`src/rtl/alu_issue_ctrl.sv`:
```
// In-order issue controller between register read and a variable-latency ALU.
// Optional feature: define ALU_ISSUE_BYPASS_EN for zero-latency issue when idle and empty.

package alu_issue_pkg;

  typedef struct packed {
    logic       valid;
    logic [2:0] unit_sel;
  } fur_sig_t;

  typedef struct packed {
    fur_sig_t    fur_sig;
    logic [3:0]  alu_op;
    logic [4:0]  rd;
    logic [15:0] opa;
    logic [15:0] opb;
  } reg_to_alu_req_t;

  typedef struct packed {
    fur_sig_t    fur_sig;
    logic [4:0]  rd;
    logic [15:0] result;
  } alu_to_wb_req_t;

endpackage

module alu_issue_ctrl
  import alu_issue_pkg::*;
#(
  parameter int DEPTH       = 4,
  parameter int TIMEOUT_CYC = 64
) (
  input  logic            clk,
  input  logic            rst,
  input  logic            in_valid,
  output logic            in_ready,
  input  reg_to_alu_req_t in_req,
  output logic            alu_start,
  output reg_to_alu_req_t alu_req,
  output logic            alu_kill,
  input  logic            alu_done,
  input  alu_to_wb_req_t  alu_res,
  output logic            wb_valid,
  input  logic            wb_ready,
  output alu_to_wb_req_t  wb_req,
  input  logic            flush,
  output logic            busy,
  output logic            err_timeout,
  output logic            err_spurious,
  output logic [1:0]      dbg_state
);

  localparam int PTR_W = $clog2(DEPTH);
  localparam int CNT_W = PTR_W + 1;
  localparam int TMO_W = $clog2(TIMEOUT_CYC + 1);

  typedef enum logic [1:0] {
    IDLE = 2'd0,
    EXEC = 2'd1,
    HOLD = 2'd2
  } state_t;

  // Handshakes: a transfer happens on a cycle where valid and ready are both
  // high at the clock edge; valid never depends combinationally on ready.
  state_t          state_q, state_d;
  reg_to_alu_req_t mem [DEPTH];
  logic [PTR_W-1:0] rd_ptr_q, wr_ptr_q;
  logic [CNT_W-1:0] count_q;
  logic [TMO_W-1:0] tmo_q, tmo_d;

  logic fifo_empty;
  logic bypass;
  logic push;
  logic pop;
  logic capture;
  logic wb_clear;
  logic set_tmo;
  logic set_spur;

  assign fifo_empty = (count_q == '0);
  assign in_ready   = (count_q < CNT_W'(DEPTH)) && !flush;

`ifdef ALU_ISSUE_BYPASS_EN
  assign bypass = (state_q == IDLE) && fifo_empty && in_valid && !flush;
`else
  assign bypass = 1'b0;
`endif

  // A bypassed request goes straight to the ALU and never occupies a slot.
  assign push      = in_valid && in_ready && !bypass;
  assign busy      = (state_q != IDLE) || !fifo_empty;
  assign dbg_state = state_q;

  always_comb begin
    state_d   = state_q;
    tmo_d     = tmo_q;
    alu_start = 1'b0;
    alu_req   = mem[rd_ptr_q];
    alu_kill  = 1'b0;
    pop       = 1'b0;
    capture   = 1'b0;
    wb_clear  = 1'b0;
    set_tmo   = 1'b0;
    set_spur  = 1'b0;

    if (flush) begin
      // A result returning in the flush cycle is squashed with everything else.
      state_d  = IDLE;
      tmo_d    = '0;
      alu_kill = (state_q == EXEC);
      wb_clear = 1'b1;
    end else begin
      case (state_q)
        IDLE: begin
          set_spur = alu_done;
          if (bypass) begin
            alu_start = 1'b1;
            alu_req   = in_req;
            state_d   = EXEC;
            tmo_d     = '0;
          end else if (!fifo_empty) begin
            alu_start = 1'b1;
            pop       = 1'b1;
            state_d   = EXEC;
            tmo_d     = '0;
          end
        end
        EXEC: begin
          tmo_d = tmo_q + TMO_W'(1);
          if (alu_done) begin
            capture = 1'b1;
            state_d = HOLD;
            tmo_d   = '0;
          end else if (tmo_q == TMO_W'(TIMEOUT_CYC - 1)) begin
            alu_kill = 1'b1;
            set_tmo  = 1'b1;
            state_d  = IDLE;
            tmo_d    = '0;
          end
        end
        HOLD: begin
          set_spur = alu_done;
          if (wb_ready) begin
            wb_clear = 1'b1;
            if (!fifo_empty) begin
              alu_start = 1'b1;
              pop       = 1'b1;
              state_d   = EXEC;
            end else begin
              state_d = IDLE;
            end
          end
        end
        default: begin
          state_d = IDLE;
          tmo_d   = '0;
        end
      endcase
    end
  end

  always_ff @(posedge clk or posedge rst) begin
    if (rst) begin
      state_q <= IDLE;
      tmo_q   <= '0;
    end else begin
      state_q <= state_d;
      tmo_q   <= tmo_d;
    end
  end

  always_ff @(posedge clk or posedge rst) begin
    if (rst) begin
      rd_ptr_q <= '0;
      wr_ptr_q <= '0;
      count_q  <= '0;
    end else if (flush) begin
      rd_ptr_q <= '0;
      wr_ptr_q <= '0;
      count_q  <= '0;
    end else begin
      if (push) wr_ptr_q <= wr_ptr_q + PTR_W'(1);
      if (pop)  rd_ptr_q <= rd_ptr_q + PTR_W'(1);
      count_q <= count_q + CNT_W'(push) - CNT_W'(pop);
    end
  end

  // Storage has no reset; occupancy is tracked by count_q alone.
  always_ff @(posedge clk) begin
    if (push) mem[wr_ptr_q] <= in_req;
  end

  always_ff @(posedge clk or posedge rst) begin
    if (rst) begin
      wb_valid <= 1'b0;
      wb_req   <= '0;
    end else if (capture) begin
      wb_valid <= 1'b1;
      wb_req   <= alu_res;
    end else if (wb_clear) begin
      wb_valid <= 1'b0;
    end
  end

  always_ff @(posedge clk or posedge rst) begin
    if (rst) begin
      err_timeout  <= 1'b0;
      err_spurious <= 1'b0;
    end else begin
      if (set_tmo)  err_timeout  <= 1'b1;
      if (set_spur) err_spurious <= 1'b1;
    end
  end

  a_no_start_in_exec : assert property (@(posedge clk) disable iff (rst)
    !(alu_start && (state_q == EXEC)));
  a_start_kill_excl : assert property (@(posedge clk) disable iff (rst)
    !(alu_start && alu_kill));
  a_count_bound : assert property (@(posedge clk) disable iff (rst)
    count_q <= CNT_W'(DEPTH));
  a_wb_valid_hold : assert property (@(posedge clk) disable iff (rst)
    wb_valid == (state_q == HOLD));

endmodule

```
`config.mk`:
```
export PLATFORM = sky130hd
export DESIGN_NAME = alu_issue_ctrl
export DESIGN_NICKNAME = d
export VERILOG_FILES = /design/src/rtl/alu_issue_ctrl.sv
export SDC_FILE = /design/constraint.sdc
export NUM_CORES = 1
export LEC_CHECK = 0
export CORE_ASPECT_RATIO = 0.9
export CORE_UTILIZATION = 38
export CTS_BUF_LIST = sky130_fd_sc_hd__clkbuf_8
export DETAILED_ROUTE_END_ITERATION = 8
export PLACE_DENSITY = 0.72
export SLEW_MARGIN = 20
export SYNTH_ARGS = -nofsm -noshare
export SYNTH_HDL_FRONTEND = slang
export SYNTH_SLANG_ARGS = --single-unit
```
`constraint.sdc`:
```
create_clock -name clk -period 4.3 [get_ports clk]
set_input_delay 0.86 -clock clk [delete_from_list [all_inputs] [get_ports clk]]
set_output_delay 0.86 -clock clk [all_outputs]
set_load 0.02 [all_outputs]
```
==> impl_metrics.ini <==
[status]
status = completed

[clock_tree]
cts_made_buffers = 38
cts.sinks = 224
cts_tree = built
cts-htree-levels = 2
clockBufferDepth = 3
cts_setup_buffers = 0
postCtsHoldBufs = 0
clk_latency_ns = 0.52
root_buffer = clkbuf_8
clk_pin_slew_ns = 0.05
cts_resized = 0

[sta]
finalMaxSlewViolations = 0
worst_slew_pin_slew_ns = 0.7351
post-route-period-util_pct = 89.89
clock_skew_ns = 0.01985
period_needed_ns = 3.865
relSlewSlack_pct = 50.62
finalHoldViolations = 0
setup_ws_ns = 0.4348
timing.fmax_mhz = 258.7
setup_viol_count_final = 0
rsz0062_at_grt = false
fin_setup_tns_ns = 0

[grt]
gr-total-overflow = 0
use_met2_pct = 24.08
grt_antenna_before_repair = 0
use_met1_pct = 19.43
track_usage_pct = 14.85
grt_max_degree = 30
first_global_vias = 4834
top_usage_layer = met2
grtUsageMet3_pct = 4.387
grt_pass1_wl_um = 26160

[route]
dr.pass1.iters = 4
wirelength_um = 16350
drtAntennaViolNets = 0
wire_per_inst_um = 18.10
drc_errors = 0
drtIter0Drc = 301
num_vias = 4407
via_per_inst = 4.880

[cells_and_area]
fin_area_um2 = 11130
nets = 668
area_growth_pct = 31.34
drive_gt1_share_pct = 22.39
insertedDiodeCount = 0

[logic_synthesis]
synth.most_common_cell = edfxtp_1
synth_cell_types = 40
synth_flop_cell = edfxtp_1
async_flop_share_pct = 19.64
synth_area_leaders = edfxtp_1 64%, dfrtp_1 13%, mux4_2 12%
yosys.area.top_type_share_pct = 63.80
syn-cell-area_um2 = 8472
netlist_instances = 397
postSynthRegisterBits = 224
yosysSeqAreaShare_pct = 76.80
synth_commonest_cells = 180 x edfxtp_1, 45 x mux4_2, 44 x dfrtp_1, 24 x mux2_2, 13 x nor2_1
postSynthAreaPerCell_um2 = 21.34
syn_nets = 481
synth_warnings = 0
synth-edff-count = 180
synth_top_area_cell = edfxtp_1

[setup_path]
critPathKind = in -> out
worstPathMaxFanout = 6
r2r_slack_ns = 1.69
cp.arrival_ns = 3.01
cp.required_ns = 3.44
worstSetupEndpointType = primary output
startpoint_type = input pin

[placement]
place_area_um2 = 10450
post-dp-hpwl_um = 10030
port_buffers = 154
gp_congestion = 0.7700
dp_slack_ns = 0.4321

[floorplan]
std_cell_rows = 51
dieArea_um2 = 22900
die_x_um = 159.4
core_um2 = 21760
initial_core_util_pct = 38.93
die_h_um = 143.7
num_io_pins = 155

[power_and_ir_drop]
power_density_nw_per_um2 = 594.0
vdd_drop_max_mv = 0.3461
total_power_w = 0.006610
p_leak_nw = 3.810

[worst_hold_path]
min_path_type = reg -> reg

[run]
cap_viol_max_count = 0
==> cell families after synthesis <==
logic type      synth area share (%)
simple gates                   3.057
mux                            15.29
xor+xnor                      0.6203
fa+ha+maj                      1.270
buf+inv                        1.418
flops                          76.80
compound gates                 1.551
==> critical path, stage by stage <==
cell and delay (ns):
clkdlybuf4s50_1 0.51, or4b_4 0.58, nor4_2 0.29, a31o_1 0.16, clkdlybuf4s50_1 0.61
==> cell usage in the layout (no fill, tap or decap), types with 4 or more instances in the layout <==
cell	synthesis	final
and2_2	0	4
ha_1	7	7
clkbuf_8	0	41
clkinv_1	0	9
clkdlybuf4s50_1	0	154
edfxtp_1	180	180
nor2b_1	5	5
nand2_1	7	7
buf_4	4	5
inv_1	7	19
nor2_1	13	13
xnor2_1	4	4
mux2_2	24	24
mux4_2	45	45
buf_12	0	5
dfrtp_1	44	42
o21ai_0	7	7
==> flip-flops by register name (all words and copies together), names as in the netlist <==
name and cells:
err_timeout 1, wb_valid 1, err_spurious 1, dbg_state 2
tmo_q 7, mem 180, wb_req 25, wr_ptr_q 2
count_q 3, rd_ptr_q 2
==> path summary, 6_finish.rpt <==
| check | cells after the start | end | from |
|---|---|---|---|
| worst max-delay path | 5 | alu_kill | alu_done |
| worst min-delay path | 1 | err_timeout$_DFFE_PP0P_ | err_timeout$_DFFE_PP0P_ |
| worst max register to register | 10 | count_q[2]$_DFF_PP0_ | count_q[1]$_DFF_PP0_ |
| worst min register to register | 1 | err_timeout$_DFFE_PP0P_ | err_timeout$_DFFE_PP0P_ |
| max in group asynchronous | 3 | wb_req[16]$_DFFE_PP0P_ | rst |
| min in group asynchronous | 2 | count_q[2]$_DFF_PP0_ | rst |
==> per-layer routing <==
| layer | vias to the layer above | share of wire [%] |
|---|---|---|
| met4 | 0 | 1.6 |
| met2 | 185 | 47 |
| met1 | 2222 | 43 |
| met3 | 25 | 8.0 |
| met5 | - | 0 |
| li1 | 1975 | - |
==> where the power goes <==
| part | internal, W | leakage [nW] | switching, W | total (W) |
|---|---|---|---|---|
| Sequential | 0.00260 | 2.18 | 0.000186 | 0.00279 |
| Clock | 0.000881 | 0.396 | 0.000803 | 0.00168 |
| Combinational | 0.00115 | 1.23 | 0.000994 | 0.00214 |
| Total | 0.00463 | 3.81 | 0.00198 | 0.00661 |
==> area by class of cell <==
type / count / area (um2)
well taps: 291 / 364.1
repair buffers: 164 / 1679
clock buffers: 41 / 564.3
clock inverters: 27 / 116.4
multi-input cells: 149 / 1866
fillers: 1731 / 10630
flip-flops and latches: 224 / 6511
inverters: 7 / 26.28
==> through the flow <==
| step | instances | hold slack, ns | util [%] |
|---|---|---|---|
| floorplan | 397 | 0.4633 | - |
| global placement | 835 | 0.4569 | 48.01 |
| detailed placement | 835 | 0.4589 | 48.01 |
| CTS | 903 | 0.4962 | 51.14 |
| global route | 903 | 0.5204 | 51.14 |
| finish | 903 | 0.4798 | 51.14 |
No activity file was read; power rests on OpenSTA's default activity.
